===== config.mk =====
export PLATFORM = sky130hd
export DESIGN_NAME = mem_burst_ctrl_flat
export DESIGN_NICKNAME = d
export VERILOG_FILES = /design/src/rtl/mem_burst_ctrl_pkg.sv /design/src/rtl/mem_burst_ctrl_if.sv /design/src/rtl/mem_burst_ctrl_addr_gen.sv /design/src/rtl/mem_burst_ctrl.sv /design/src/flat_wrapper.sv
export SDC_FILE = /design/constraint.sdc
export NUM_CORES = 1
export LEC_CHECK = 0
export CAP_MARGIN = 20
export CORE_MARGIN = 2
export CORE_UTILIZATION = 55
export CTS_CLUSTER_SIZE = 40
export DETAILED_ROUTE_END_ITERATION = 12
export DONT_BUFFER_PORTS = 1
export PLACE_DENSITY = 0.7
export SLEW_MARGIN = 15
export SYNTH_ARGS = -nofsm -noshare
export SYNTH_HDL_FRONTEND = slang
export SYNTH_SLANG_ARGS = --single-unit
export TNS_END_PERCENT = 1

===== constraint.sdc =====
create_clock -name clk -period 2.5 [get_ports clk]
set_clock_uncertainty 0.05 [all_clocks]
set_input_delay 0.5 -clock clk [delete_from_list [all_inputs] [get_ports clk]]
set_output_delay 0.5 -clock clk [all_outputs]
set_load 0.005 [all_outputs]

===== src/rtl/mem_burst_ctrl_pkg.sv =====
// Shared definitions for the memory burst controller: default widths, line size,
// FSM state encoding and the line-crossing helper used when MEM_LINE_CHECK_EN is defined.
package mem_burst_ctrl_pkg;

    localparam int AW_DEF     = 9;
    localparam int DW_DEF     = 16;
    localparam int LINE_WORDS = 4;

    typedef enum logic [1:0] {
        ST_IDLE  = 2'd0,
        ST_WRITE = 2'd1,
        ST_READ  = 2'd2,
        ST_DRAIN = 2'd3
    } state_t;

    // True when a burst starting at this offset within a line runs past the line end.
    function automatic logic crosses_line(input logic [1:0] addr_lo, input logic [1:0] len);
        return ({1'b0, addr_lo} + {1'b0, len}) > 3'(LINE_WORDS - 1);
    endfunction

endpackage


===== src/rtl/mem_burst_ctrl_if.sv =====
// Processor-side bus of the burst controller: request, write-data and read-data streams
// plus the done/err completion pulses.
//
// Handshake rule for req, wd and rd: a transfer happens on a rising clock edge where
// valid and ready are both high; valid never waits for ready.
interface mem_burst_ctrl_if #(
    parameter int AW = mem_burst_ctrl_pkg::AW_DEF,
    parameter int DW = mem_burst_ctrl_pkg::DW_DEF
);
    logic          req_valid;
    logic          req_ready;
    logic          req_wr;
    logic [AW-1:0] req_addr;
    logic [1:0]    req_len;
    logic          wd_valid;
    logic [DW-1:0] wd_data;
    logic          wd_ready;
    logic          rd_valid;
    logic [DW-1:0] rd_data;
    logic          rd_ready;
    logic          done;
    logic          err;

    modport master (
        output req_valid, req_wr, req_addr, req_len, wd_valid, wd_data, rd_ready,
        input  req_ready, wd_ready, rd_valid, rd_data, done, err
    );

    modport slave (
        input  req_valid, req_wr, req_addr, req_len, wd_valid, wd_data, rd_ready,
        output req_ready, wd_ready, rd_valid, rd_data, done, err
    );
endinterface


===== src/rtl/mem_burst_ctrl_addr_gen.sv =====
// Burst address generator: holds base, length and beat counter, and produces the
// memory address (wrapping at 2^AW) plus the last-beat flag.
module mem_burst_ctrl_addr_gen #(
    parameter int AW = 9
) (
    input  logic          clk,
    input  logic          rst_b,
    input  logic          load,
    input  logic          step,
    input  logic          idle,
    input  logic [AW-1:0] load_addr,
    input  logic [1:0]    load_len,
    output logic [AW-1:0] addr,
    output logic          last
);
    logic [AW-1:0] base;
    logic [1:0]    len;
    logic [1:0]    cnt;

    always_ff @(posedge clk or negedge rst_b) begin
        if (!rst_b) begin
            base <= '0;
            len  <= '0;
            cnt  <= '0;
        end else if (load) begin
            base <= load_addr;
            len  <= load_len;
            cnt  <= '0;
        end else if (step) begin
            cnt <= cnt + 2'd1;
        end
    end

    assign addr = idle ? base : base + AW'(cnt);
    assign last = (cnt == len);

endmodule


===== src/rtl/mem_burst_ctrl.sv =====
// Burst request sequencer in front of the 512x16 memory; sole owner of mem_we.
// Optional MEM_LINE_CHECK_EN rejects bursts that cross a 4-word line (done+err, no access).
module mem_burst_ctrl
    import mem_burst_ctrl_pkg::*;
#(
    parameter int AW = AW_DEF,
    parameter int DW = DW_DEF
) (
    input  logic          clk,
    input  logic          rst_b,
    mem_burst_ctrl_if.slave bus,
    output logic          mem_we,
    output logic [AW-1:0] mem_addr,
    output logic [DW-1:0] mem_d,
    input  logic [DW-1:0] mem_q,
    output state_t        state_dbg
);
    state_t        state;
    logic          rd_valid_q;
    logic [DW-1:0] rd_data_q;
    logic          done_q;
    logic          err_q;
    logic          last;
    logic          accept;
    logic          reject;
    logic          can_take;
    logic          step;

    assign accept   = (state == ST_IDLE) && bus.req_valid;
    assign can_take = !rd_valid_q || bus.rd_ready;

`ifdef MEM_LINE_CHECK_EN
    assign reject = crosses_line(bus.req_addr[1:0], bus.req_len);
`else
    assign reject = 1'b0;
`endif

    // The counter is left at the last beat on a write so IDLE can still show base.
    assign step = ((state == ST_WRITE) && bus.wd_valid && !last) ||
                  ((state == ST_READ) && can_take);

    mem_burst_ctrl_addr_gen #(.AW(AW)) u_addr_gen (
        .clk       (clk),
        .rst_b     (rst_b),
        .load      (accept),
        .step      (step),
        .idle      (state == ST_IDLE),
        .load_addr (bus.req_addr),
        .load_len  (bus.req_len),
        .addr      (mem_addr),
        .last      (last)
    );

    always_ff @(posedge clk or negedge rst_b) begin
        if (!rst_b) begin
            state      <= ST_IDLE;
            rd_valid_q <= 1'b0;
            rd_data_q  <= '0;
            done_q     <= 1'b0;
            err_q      <= 1'b0;
        end else begin
            done_q <= 1'b0;
            err_q  <= 1'b0;
            if ((state == ST_IDLE || state == ST_WRITE) && rd_valid_q && bus.rd_ready)
                rd_valid_q <= 1'b0;
            case (state)
                ST_IDLE: begin
                    if (accept) begin
                        if (reject) begin
                            done_q <= 1'b1;
                            err_q  <= 1'b1;
                        end else begin
                            state <= bus.req_wr ? ST_WRITE : ST_READ;
                        end
                    end
                end
                ST_WRITE: begin
                    if (bus.wd_valid && last) begin
                        state  <= ST_IDLE;
                        done_q <= 1'b1;
                    end
                end
                ST_READ: begin
                    if (can_take) begin
                        rd_data_q  <= mem_q;
                        rd_valid_q <= 1'b1;
                        if (last) state <= ST_DRAIN;
                    end
                end
                ST_DRAIN: begin
                    if (bus.rd_ready) begin
                        rd_valid_q <= 1'b0;
                        state      <= ST_IDLE;
                        done_q     <= 1'b1;
                    end
                end
                default: state <= ST_IDLE;
            endcase
        end
    end

    // Write strobe is combinational from state so an async reset drops it at once.
    assign mem_we       = (state == ST_WRITE) && bus.wd_valid;
    assign mem_d        = (state == ST_WRITE) ? bus.wd_data : '0;
    assign bus.wd_ready = (state == ST_WRITE);
    assign bus.req_ready = (state == ST_IDLE);
    assign bus.rd_valid = rd_valid_q;
    assign bus.rd_data  = rd_data_q;
    assign bus.done     = done_q;
    assign bus.err      = err_q;
    assign state_dbg    = state;

endmodule


===== src/flat_wrapper.sv =====
// flat-port wrapper written by rule: the top's interface ports become plain ports
module mem_burst_ctrl_flat import mem_burst_ctrl_pkg::*;
#(
    parameter int AW = AW_DEF,
    parameter int DW = DW_DEF
)
  (clk, rst_b, mem_we, mem_addr, mem_d, mem_q, state_dbg, bus_req_valid, bus_req_wr, bus_req_addr, bus_req_len, bus_wd_valid, bus_wd_data, bus_rd_ready, bus_req_ready, bus_wd_ready, bus_rd_valid, bus_rd_data, bus_done, bus_err);
  mem_burst_ctrl_if #(.AW(AW), .DW(DW)) bus_i ();
  input  logic clk;
  input  logic rst_b;
  output logic mem_we;
  output logic [AW-1:0] mem_addr;
  output logic [DW-1:0] mem_d;
  input  logic [DW-1:0] mem_q;
  output state_t state_dbg;
  input wire logic [$bits(bus_i.req_valid)-1:0] bus_req_valid;
  input wire logic [$bits(bus_i.req_wr)-1:0] bus_req_wr;
  input wire logic [$bits(bus_i.req_addr)-1:0] bus_req_addr;
  input wire logic [$bits(bus_i.req_len)-1:0] bus_req_len;
  input wire logic [$bits(bus_i.wd_valid)-1:0] bus_wd_valid;
  input wire logic [$bits(bus_i.wd_data)-1:0] bus_wd_data;
  input wire logic [$bits(bus_i.rd_ready)-1:0] bus_rd_ready;
  output wire logic [$bits(bus_i.req_ready)-1:0] bus_req_ready;
  output wire logic [$bits(bus_i.wd_ready)-1:0] bus_wd_ready;
  output wire logic [$bits(bus_i.rd_valid)-1:0] bus_rd_valid;
  output wire logic [$bits(bus_i.rd_data)-1:0] bus_rd_data;
  output wire logic [$bits(bus_i.done)-1:0] bus_done;
  output wire logic [$bits(bus_i.err)-1:0] bus_err;
  assign bus_i.req_valid = bus_req_valid;
  assign bus_i.req_wr = bus_req_wr;
  assign bus_i.req_addr = bus_req_addr;
  assign bus_i.req_len = bus_req_len;
  assign bus_i.wd_valid = bus_wd_valid;
  assign bus_i.wd_data = bus_wd_data;
  assign bus_i.rd_ready = bus_rd_ready;
  assign bus_req_ready = bus_i.req_ready;
  assign bus_wd_ready = bus_i.wd_ready;
  assign bus_rd_valid = bus_i.rd_valid;
  assign bus_rd_data = bus_i.rd_data;
  assign bus_done = bus_i.done;
  assign bus_err = bus_i.err;
  mem_burst_ctrl #(.AW(AW), .DW(DW)) u_core (.clk(clk), .rst_b(rst_b), .bus(bus_i), .mem_we(mem_we), .mem_addr(mem_addr), .mem_d(mem_d), .mem_q(mem_q), .state_dbg(state_dbg));
endmodule

* Yosys cells after proc, flatten, opt, wreduce, memory -nomap -nowiden
Index checks and enable logic that the tools add are counted.
Word-level totals: bits in registers 33, bits in latches 0, RAM bits 0, memory bits (read-only) 0, bits of input ports 49, output and inout port bits 49, word-level logic and storage cells 52, memories 0
Operators by class: add/sub/neg operators 2, multipliers 0, div/mod/pow operators 0, magnitude comparators 0, equal/unequal tests 9, shift-type cells 0, mux-type cells 18, bitwise gates (word level) 0, reductions and logical operators 16
Operators with widths (count):
- two-way mux 16 bit | 1
- two-way mux 2 bit | 8
- adder 9 x 2 -> 9 bit | 1
- two-way mux 9 bit | 1
- != test 2 x 1 -> 1 bit (second input constant) | 4
- one-hot mux 2 bit (4 select lines) | 1
- logical AND 1 bit | 7
- two-way mux 1 bit | 5
- AND reduction 5 bit | 1
- equality test 2 bit (second input constant) | 2
- one-hot mux 1 bit (2 select lines) | 2
- logical OR 1 bit | 3
- adder 2 x 1 -> 2 bit (second input constant) | 1
- equality test 2 x 1 -> 1 bit (second input constant) | 1
- equality test 2 bit | 1
- logical NOT 1 bit | 2
- logical NOT 2 bit | 1
- != test 2 bit (second input constant) | 1
- AND reduction 2 bit | 1
- nonzero test 2 bit | 1

* Logic depth before layout (Yosys ltp)
Gate-level depths: netlist of run 1.
word-level depth 7, gate-level depth with buffers 7

* By module
Synthesis of run 1 repeated with hierarchy kept, for this count alone.
Unflattened totals: cells, all modules 134, area total of the unflattened synthesis 1645.3 µm²
Modules (own cells, without submodules):
- mem_burst_ctrl | instances 1, cells an instance 75, area an instance 930.9 µm², seq. area each 500.5 µm²
- mem_burst_ctrl_addr_gen | instances 1, cells an instance 59, area an instance 714.4 µm², seq. area each 325.3 µm²

* Worst setup path after synthesis of run 1
Ideal clock, no wire load.
path type register -> output, from register u_core.u_addr_gen.cnt[0], to output port mem_addr[8], data arrival time 1582 ps, required time 1950 ps, path slack 368 ps, cell stages (with the launch flop) 7, cells stage by stage dfrtp_1 -> ha_1 -> inv_1 -> fa_1 -> nor3b_1 -> nand3_1 -> xnor2_1
On the way: word-level cells in the longest chain between the ends 2
Ends and longest elaborated chain:
- from (decl) | line mem_burst_ctrl_addr_gen.sv:18 | logic [1:0] cnt;
- from (signal assigned) | line mem_burst_ctrl_addr_gen.sv:30 | cnt <= cnt + 2'd1;
- adder 9 x 2 -> 9 bit | line mem_burst_ctrl_addr_gen.sv:34 | assign addr = idle ? base : base + AW'(cnt);
- two-way mux 9 bit | line mem_burst_ctrl_addr_gen.sv:34
- to (decl) | line flat_wrapper.sv:12 | output logic [AW-1:0] mem_addr;
No other way between the ends.

* Worst setup path after layout of run 1
from register u_core.u_addr_gen.base[0], to output port mem_addr[6]
On the way: word-level cells in the longest chain between the ends 2
Ends and longest elaborated chain:
- from (decl) | line mem_burst_ctrl_addr_gen.sv:16 | logic [AW-1:0] base;
- from (signal assigned) | line mem_burst_ctrl_addr_gen.sv:26 | base <= load_addr;
- adder 9 x 2 -> 9 bit | line mem_burst_ctrl_addr_gen.sv:34
- two-way mux 9 bit | line mem_burst_ctrl_addr_gen.sv:34
No other way between the ends.

==> results of run 1 <==
==> per-layer routing <==
metal  routed length [µm]  global-route usage [%]
met5                    0                       0
met4                   37                   6.667
met3                  408                   10.61
met2                 1704                   31.83
met1                 1135                   19.21
==> per-stage QoR <==
stage / setup TNS, ns / setup slack, ns
after global routing: -0.1376 / -0.05617
after floorplan: 0 / 0.3685
after CTS: 0 / 0.001290
after global placement: 0 / 0.2508
after detailed placement: 0 / 0.1458
final: 0 / 0.05188
==> placed cells by master, fill, tap and decap left out, types with 3 or more instances in the layout <==
master	synthesis	layout
inv_1	4	4
mux2_2	27	27
and2_1	16	16
o21ai_0	3	3
nand2_1	4	4
nand3_1	4	3
dfrtp_1	33	31
clkbuf_4	0	5
nor2_1	4	4
xor2_1	6	5
==> area by class of cell <==
class	instances	share of cell area, %
tap	33	2.249
sequential	33	45.13
inverter	5	1.022
timing repair buffer	5	3.067
clock buffer	7	2.999
multi-input combinational	95	45.54
==> final timing paths <==
check / slack (ns) / start / endpoint / cells after the start
max: 0.05 / u_core.u_addr_gen.base[0] / mem_addr[6] / 6
min: 0.25 / bus_req_addr[1] / u_core.u_addr_gen.base[1] / 2
max reg2reg: 0.75 / u_core.state_dbg[1] / u_core.bus.rd_data[0] / 4
min reg2reg: 0.47 / u_core.bus.rd_data[10] / u_core.bus.rd_data[10] / 1
max in group asynchronous: 1.67 / rst_b / u_core.state_dbg[1] / 2
min in group asynchronous: 0.55 / rst_b / u_core.u_addr_gen.base[0] / 2
==> power by group <==
part           internal [W]  switching [W]  total [W]
Sequential         0.000812       0.000282    0.00109
Clock              0.000133       0.000164   0.000297
Combinational      0.000540       0.000490    0.00103
Total               0.00148       0.000937    0.00242
==> critical path: cells and delay by family, from the launching register on <==
family	cells	cell delay, ns
buffers and inverters	2	0.19
adder cells (fa/ha/maj)	2	0.56
XOR/XNOR	1	0.17
flip-flops	1	0.40
AND/OR/NAND/NOR	1	0.24
==> sequential cells by signal, indices dropped and copies added, names as in the netlist <==
register	cells
u_core.bus.done	1
u_core.state_dbg	2
u_core.u_addr_gen.cnt	2
u_core.u_addr_gen.base	9
u_core.bus.rd_data	16
u_core.bus.rd_valid	1
u_core.u_addr_gen.len	2
==> cell families after synthesis <==
group | count (synthesis) | synth area share (%)
other | 1 | 0.2183
xor gates and xnor gates | 9 | 4.589
and+or+nand+nor | 41 | 14.57
DFF | 33 | 48.07
adders and majority gates | 3 | 2.622
buffers and inverters | 13 | 5.680
AOI/OAI and AO/OA | 12 | 5.316
muxes | 29 | 18.94
==> timing repair <==
| action | CTS | global route |
|---|---|---|
| endpoints found under the hold margin | 33 | 0 |
| setup endpoints to repair | 2 | 3 |
| hold buffers | 2 | 0 |
| buffers inserted | 2 | 0 |
| resized for setup | 1 | 9 |
| pin swaps | 2 | 2 |
==> results_dict.tcl, run 1 <==
set metrics [dict create \
    status "complete, no violations" \
    cts_tree "built" \
    fmax_mhz 408.5 \
    finalNetCount 197 \
    synthDistinctLibCells 39 \
    hold_viol 0 \
    synth_common_cells "dfrtp_1, mux2_2, and2_1, xor2_1" \
    grtUsageTotal_pct 18.75 \
    placed_cell_area_um2 1688 \
    holdWs_ns 0.2473 \
    synth_edf_count 0 \
    cts_max_path_buffers 2 \
    synth_seq_cells 33 \
    synth_top_area_share_pct 48.07 \
    required_ns 1.95 \
    rsz0062_at_grt "yes" \
    io_pins 98 \
    design_area_um2 1836 \
    drc 0 \
    crit_slowest_cell "dfrtp_1" \
    rows 20 \
    coreArea_um2 3003 \
    final_core_util_pct 61.12 \
    grt_first_pass_wirelength_mm 4.857 \
    cpPeakStageDelay_ns 0.40 \
    wl_per_cell_um 18.46 \
    routed_wl_mm 3.285 \
    io_buffers 0 \
    syn_inst 141 \
    hp-class "in2reg" \
    finalSetupViolCount 0 \
    cp_cell_sequence "ha_1, inv_1, fa_2, nor3b_4, buf_6, xor2_2" \
    root_buffer "clkbuf_4" \
    n_antenna_cell 0 \
    synth-main-ff-cell "dfrtp_1" \
    clk_pin_slew_ns 0.09 \
    area_delta_synth_final_pct 6.846 \
    yosys_warnings 0 \
    dp.final_hpwl_mm 2.437 \
    first_pass_iters 4 \
    p_leak_nw 0.7936 \
    power_density_nw_per_um2 1319 \
    p_total_w 0.002421 \
    die_h_um 59.89 \
    syn_area_um2 1718 \
    synth_nets 193 \
    ys_seq_area_share_pct 48.07 \
    synth.most_common_cell "dfrtp_1" \
    start_util_pct 57.21 \
    drive_gt1_share_pct 36.55 \
    ff_latch_area_um2 828.3 \
    async_flop_share_pct 100.0 \
    viasPerCell 6.011 \
    fillCellCount 258 \
    synth_area_leaders "dfrtp_1, mux2_2, and2_1" \
    grt_start_max_net_pins 34 \
    final-max-slew-violation-count 0 \
    finalCriticalPeriod_ns 2.448 \
    overflow 0 \
    cts_sinks 33 \
    crit_type "reg2out" \
    instances_no_fill 178 \
    clk_latency_ns 0.33 \
    avgSynthCellArea_um2 12.18 \
    dp_cells 167 \
    num_vias 1070 \
    arrival_ns 1.90 \
    max_cap_viol_count 0 \
    cts_buffers 5 \
    antenna_found_initial 0 \
    worst_ir_drop_vdd_mv 0.5451 \
    finalWeightedCongestion 0.6954 \
    worst_setup_path_start_kind "flop" \
    dieWidth_um 59.89 \
    critPathCaptureType "output port" \
    multiInputGateArea_um2 835.8 \
    period_share_pct 97.92 \
    drtIter0Drc 49 \
    grt_pass1_vias 1120 \
    cp_max_fo 3 \
    synth_area_leader_cell "dfrtp_1" \
    die_area_um2 3586 \
    ctsHtreeMaxLevel 2 \
    ant_nets 0 \
]
Power figures use the tool's default switching activity.
==> run 2: changes to the inputs <==
--- a/config.mk
+++ b/config.mk
@@ -11,7 +11,9 @@
 export CTS_CLUSTER_SIZE = 40
 export DETAILED_ROUTE_END_ITERATION = 12
 export DONT_BUFFER_PORTS = 1
-export PLACE_DENSITY = 0.7
+export GPL_ROUTABILITY_DRIVEN = 1
+export PLACE_DENSITY = 0.71
+export REMOVE_ABC_BUFFERS = 1
 export SLEW_MARGIN = 15
 export SYNTH_ARGS = -nofsm -noshare
 export SYNTH_HDL_FRONTEND = slang
==> results_dict.tcl, run 2 (synthesis results as in run 1) <==
set metrics [dict create \
    status "complete, no violations" \
    final_cell_mix "dfrtp_1, mux2_2, and2_1" \
    period_share_pct 95.17 \
    critPathCaptureType "output port" \
    worst_setup_path_start_kind "flop" \
    worst_ir_drop_vdd_mv 0.5753 \
    p_leak_nw 0.7864 \
    drtIter0Drc 34 \
    layout_commonest_cell "dfrtp_1" \
    finalNetCount 197 \
    n_antenna_cell 0 \
    r2r_start "u_core.state_dbg[1]" \
    min-delay-start "bus_req_addr[1]" \
    cts_buffers 5 \
    drive_gt1_share_pct 33.79 \
    cp_max_fo 2 \
    clk_pin_slew_ns 0.10 \
    arrival_ns 1.83 \
    cts_tree "built" \
    power_density_nw_per_um2 1346 \
    final_core_util_pct 60.62 \
    rsz0062_at_grt "no" \
    cp_cell_sequence "ha_1, inv_1, fa_2, nor3b_2, nand3_1, xnor2_2" \
    crit_start "u_core.u_addr_gen.base[0]" \
    max_cap_viol_count 0 \
    grt_first_pass_wirelength_mm 4.912 \
    path_buf_inv 1 \
    setup_slack_ns 0.1207 \
    io_buffers 0 \
    dieWidth_um 59.89 \
    cts_sinks 33 \
    wl_per_cell_um 17.84 \
    hold_viol 0 \
    cpLargestDelayFamily "adder cells" \
    antenna_found_initial 0 \
    rows 20 \
    dp.final_hpwl_mm 2.425 \
    coreArea_um2 3003 \
    crit_slowest_cell "dfrtp_1" \
    clk_latency_ns 0.32 \
    die_h_um 59.89 \
    dpl_worst_slack_ns 0.3413 \
    largest_reg_flops 16 \
    finalCriticalPeriod_ns 2.379 \
    io_pins 98 \
    overflow 0 \
    setup_tns_ns 0 \
    final-max-slew-violation-count 0 \
    routed_wl_mm 3.176 \
    die_area_um2 3586 \
    grt_pass1_vias 1090 \
    fmax_mhz 420.3 \
    ctsHtreeMaxLevel 2 \
    grtUsageTotal_pct 18.84 \
    first_pass_iters 4 \
    crit_type "reg2out" \
    cpPeakStageDelay_ns 0.38 \
    drc 0 \
    ant_nets 0 \
    hp-class "in2reg" \
    grt_start_max_net_pins 34 \
    num_vias 1057 \
    root_buffer "clkbuf_4" \
    start_util_pct 57.21 \
    area_delta_synth_final_pct 5.973 \
    finalWeightedCongestion 0.7598 \
    required_ns 1.95 \
    finalSetupViolCount 0 \
    cts_max_path_buffers 2 \
    viasPerCell 5.938 \
]
## run 2: path summary, 6_finish.rpt
| path | to | slack, ns | cells after the start |
|---|---|---|---|
| setup / recovery | mem_addr[8] | 0.12 | 6 |
| hold reg to reg | u_core.u_addr_gen.len[0] | 0.48 | 1 |
| setup reg to reg | u_core.bus.rd_data[4] | 0.66 | 4 |
| hold / removal | u_core.u_addr_gen.base[1] | 0.26 | 2 |
| min in group asynchronous | u_core.state_dbg[0] | 0.55 | 2 |
| max in group asynchronous | u_core.bus.rd_valid | 1.66 | 2 |
## run 2: timing repair
item	in CTS	in global routing
resized for setup	1	2
hold endpoints to repair	33	0
buffers inserted	0	1
setup endpoints to repair	1	1
hold buffers	2	0
pin swaps	0	3
## run 2: cell type report
cell class / instances / area, µm²
fill: 259 / 1182
sequential: 33 / 825.8
multi-input combinational: 95 / 809.5
timing repair buffer: 5 / 52.55
tap: 33 / 41.29
clock buffer: 5 / 37.54
clock inverter: 2 / 35.03
inverter: 5 / 18.77
## run 2: report_power, final
| part | internal [W] | leakage, nW | switching, W | total (W) |
|---|---|---|---|---|
| registers | 0.000808 | 0.391 | 0.000261 | 0.00107 |
| logic | 0.000532 | 0.354 | 0.000475 | 0.00101 |
| clock network | 0.000204 | 0.0410 | 0.000170 | 0.000374 |
| total | 0.00154 | 0.786 | 0.000906 | 0.00245 |
## run 2: per-stage QoR
| stage | total power (W) | instance area [µm²] | hold slack [ns] | std cells |
|---|---|---|---|---|
| finish | 0.002450 | 1821 | 0.2573 | 178 |
| CTS | 0.002460 | 1803 | 0.2481 | 177 |
| floorplan | 0.001831 | 1639 | 0.1544 | 133 |
| global placement | 0.002017 | 1695 | 0.1551 | 168 |
| detailed placement | 0.002061 | 1695 | 0.1552 | 168 |
| global route | 0.002651 | 1821 | 0.2416 | 178 |
## run 2: metal layers
layer	routed length, µm	vias to the layer above	GRT usage (%)
met5	0	-	0
met4	42	0	8.571
met3	313	7	7.359
met2	1618	59	31.37
met1	1201	511	21.18
li1	-	480	-
==> run 3: changes to the inputs <==
--- a/config.mk
+++ b/config.mk
@@ -6,13 +6,14 @@
 export NUM_CORES = 1
 export LEC_CHECK = 0
 export CAP_MARGIN = 20
-export CORE_MARGIN = 2
+export CORE_MARGIN = 5
 export CORE_UTILIZATION = 55
 export CTS_CLUSTER_SIZE = 40
 export DETAILED_ROUTE_END_ITERATION = 12
 export DONT_BUFFER_PORTS = 1
 export GPL_ROUTABILITY_DRIVEN = 1
-export PLACE_DENSITY = 0.71
+export GPL_TIMING_DRIVEN = 0
+export PLACE_DENSITY = 0.74
 export REMOVE_ABC_BUFFERS = 1
 export SLEW_MARGIN = 15
 export SYNTH_ARGS = -nofsm -noshare
==> constraint.sdc (replaced) <==
create_clock -name clk -period 1.95 [get_ports clk]
set_clock_uncertainty 0.05 [all_clocks]
set_input_delay 0.39 -clock clk [delete_from_list [all_inputs] [get_ports clk]]
set_output_delay 0.39 -clock clk [all_outputs]
set_load 0.005 [all_outputs]
==> results_dict.tcl, run 3 (synthesis results as in run 1) <==
set metrics [dict create \
    final_core_util_pct 61.86 \
    clk_latency_ns 0.33 \
    worst_ir_drop_vdd_mv 0.6954 \
    hp-class "in2reg" \
    fmax_mhz 437.4 \
    crit_type "reg2out" \
    crit_slowest_cell "dfrtp_1" \
    critPathCaptureType "output port" \
    final-max-slew-violation-count 0 \
    crit_start "u_core.u_addr_gen.base[0]" \
    ant_nets 0 \
    grt_first_pass_wirelength_mm 5.616 \
    drc 0 \
    grt_start_max_net_pins 34 \
    viasPerCell 5.553 \
    setup_slack_ns -0.3363 \
    p_leak_nw 0.7871 \
    grtUsageTotal_pct 17.54 \
    cpPeakStageDelay_ns 0.37 \
    layout_commonest_cell "dfrtp_1" \
    cp_max_fo 2 \
    cts_tree "built" \
    period_share_pct 117.2 \
    min-delay-start "bus_req_addr[1]" \
    rsz0062_at_grt "yes" \
    clk_pin_slew_ns 0.10 \
    drive_gt1_share_pct 39.04 \
    cp_cell_sequence "ha_2, inv_2, fa_2, nor3b_2, nand3_1, xnor2_2" \
    cts_sinks 33 \
    overflow 0 \
    coreArea_um2 3028 \
    finalSetupViolCount 8 \
    violations "negative setup slack" \
    largest_reg_flops 16 \
    grt_pass1_vias 1205 \
    dp.final_hpwl_mm 2.771 \
    io_buffers 0 \
    final_cell_mix "dfrtp_1, mux2_2, and2_1" \
    hold_viol 0 \
    ff_latch_area_um2 829.5 \
    first_pass_iters 4 \
    max_cap_viol_count 0 \
    power_density_nw_per_um2 1741 \
    routed_wl_mm 3.601 \
    rows 20 \
    status "complete, but fails checks" \
    io_pins 98 \
    die_area_um2 4341 \
    required_ns 1.51 \
    multiInputGateArea_um2 828.3 \
    num_vias 1055 \
    arrival_ns 1.85 \
    r2r_start "u_core.state_dbg[1]" \
    worstMarginPinSlew_ns 0.8941 \
    r2r_cells 4 \
    start_util_pct 56.74 \
    finalNetCount 197 \
    antenna_found_initial 0 \
    drtIter0Drc 35 \
    finalCriticalPeriod_ns 2.286 \
    fillCellCount 259 \
    cts_max_path_buffers 2 \
    p_total_w 0.003261 \
    ctsHtreeMaxLevel 2 \
    finalWeightedCongestion 0.7220 \
    whs_path_depth 2 \
    root_buffer "clkbuf_4" \
    slew_headroom_pct 40.33 \
    die_h_um 65.89 \
    dieWidth_um 65.89 \
    n_antenna_cell 0 \
    wl_per_cell_um 18.95 \
    area_delta_synth_final_pct 9.032 \
    cts_buffers 5 \
    worst_setup_path_start_kind "flop" \
]
[run 3: worst max-delay path: cells and delay by family (launching register included)]
kind | cells | cell delay, ns
xor+xnor | 1 | 0.19
buf+inv | 1 | 0.04
simple gates | 2 | 0.36
fa+ha+maj | 2 | 0.55
flops | 1 | 0.37
[run 3: stage by stage]
stage	setup slack (ns)	TNS, ns	std cells	cell area, µm²	hold slack, ns
final	-0.3363	-1.544	190	1873	0.1391
after global routing	-0.4581	-3.990	190	1873	0.1185
after CTS	-0.3441	-1.762	190	1864	0.1216
after detailed placement	-0.2673	-2.759	177	1700	0.04530
after global placement	-0.4324	-6.568	177	1694	0.04522
after floorplan	-0.1465	-0.8955	133	1639	0.04441
[run 3: what timing repair did]
action / CTS / global route
setup buffers: 3 / 0
pin swaps: 4 / 1
hold buffers: 2 / 0
gates resized for setup: 9 / 2
hold endpoints to repair: 33 / 0
endpoints found under the setup margin: 44 / 29
[run 3: worst paths after layout]
| path | to | slack (ns) |
|---|---|---|
| worst max-delay path | mem_addr[8] | -0.34 |
| min in group asynchronous | u_core.bus.rd_data[15] | 0.48 |
| max in group asynchronous | u_core.u_addr_gen.cnt[0] | 1.19 |
| worst min register to register | u_core.u_addr_gen.len[1] | 0.50 |
| worst max register to register | u_core.u_addr_gen.cnt[1] | -0.07 |
| worst min-delay path | u_core.u_addr_gen.base[1] | 0.14 |
[run 3: final cells by class]
type / count / area share (%)
timing repair buffer: 5 / 2.806
inverter: 5 / 1.002
multi-input combinational: 95 / 44.22
clock buffer: 6 / 2.739
clock inverter: 2 / 2.004
tap: 44 / 2.939
sequential: 33 / 44.29
[run 3: routing by layer]
metal / share of wire [%] / wire (µm) / GRT usage [%] / vias to the layer above
li1: - / - / - / 485
met1: 32 / 1169 / 16.63 / 502
met2: 53 / 1911 / 30.91 / 61
met3: 13 / 470 / 9.864 / 7
met4: 1.4 / 50 / 6.995 / 0
met5: 0 / 0 / 0 / -
[run 3: where the power goes]
part | total, W | internal [W] | switching [W]
clock network | 0.000534 | 0.000305 | 0.000230
registers | 0.00139 | 0.00104 | 0.000350
logic | 0.00134 | 0.000704 | 0.000631
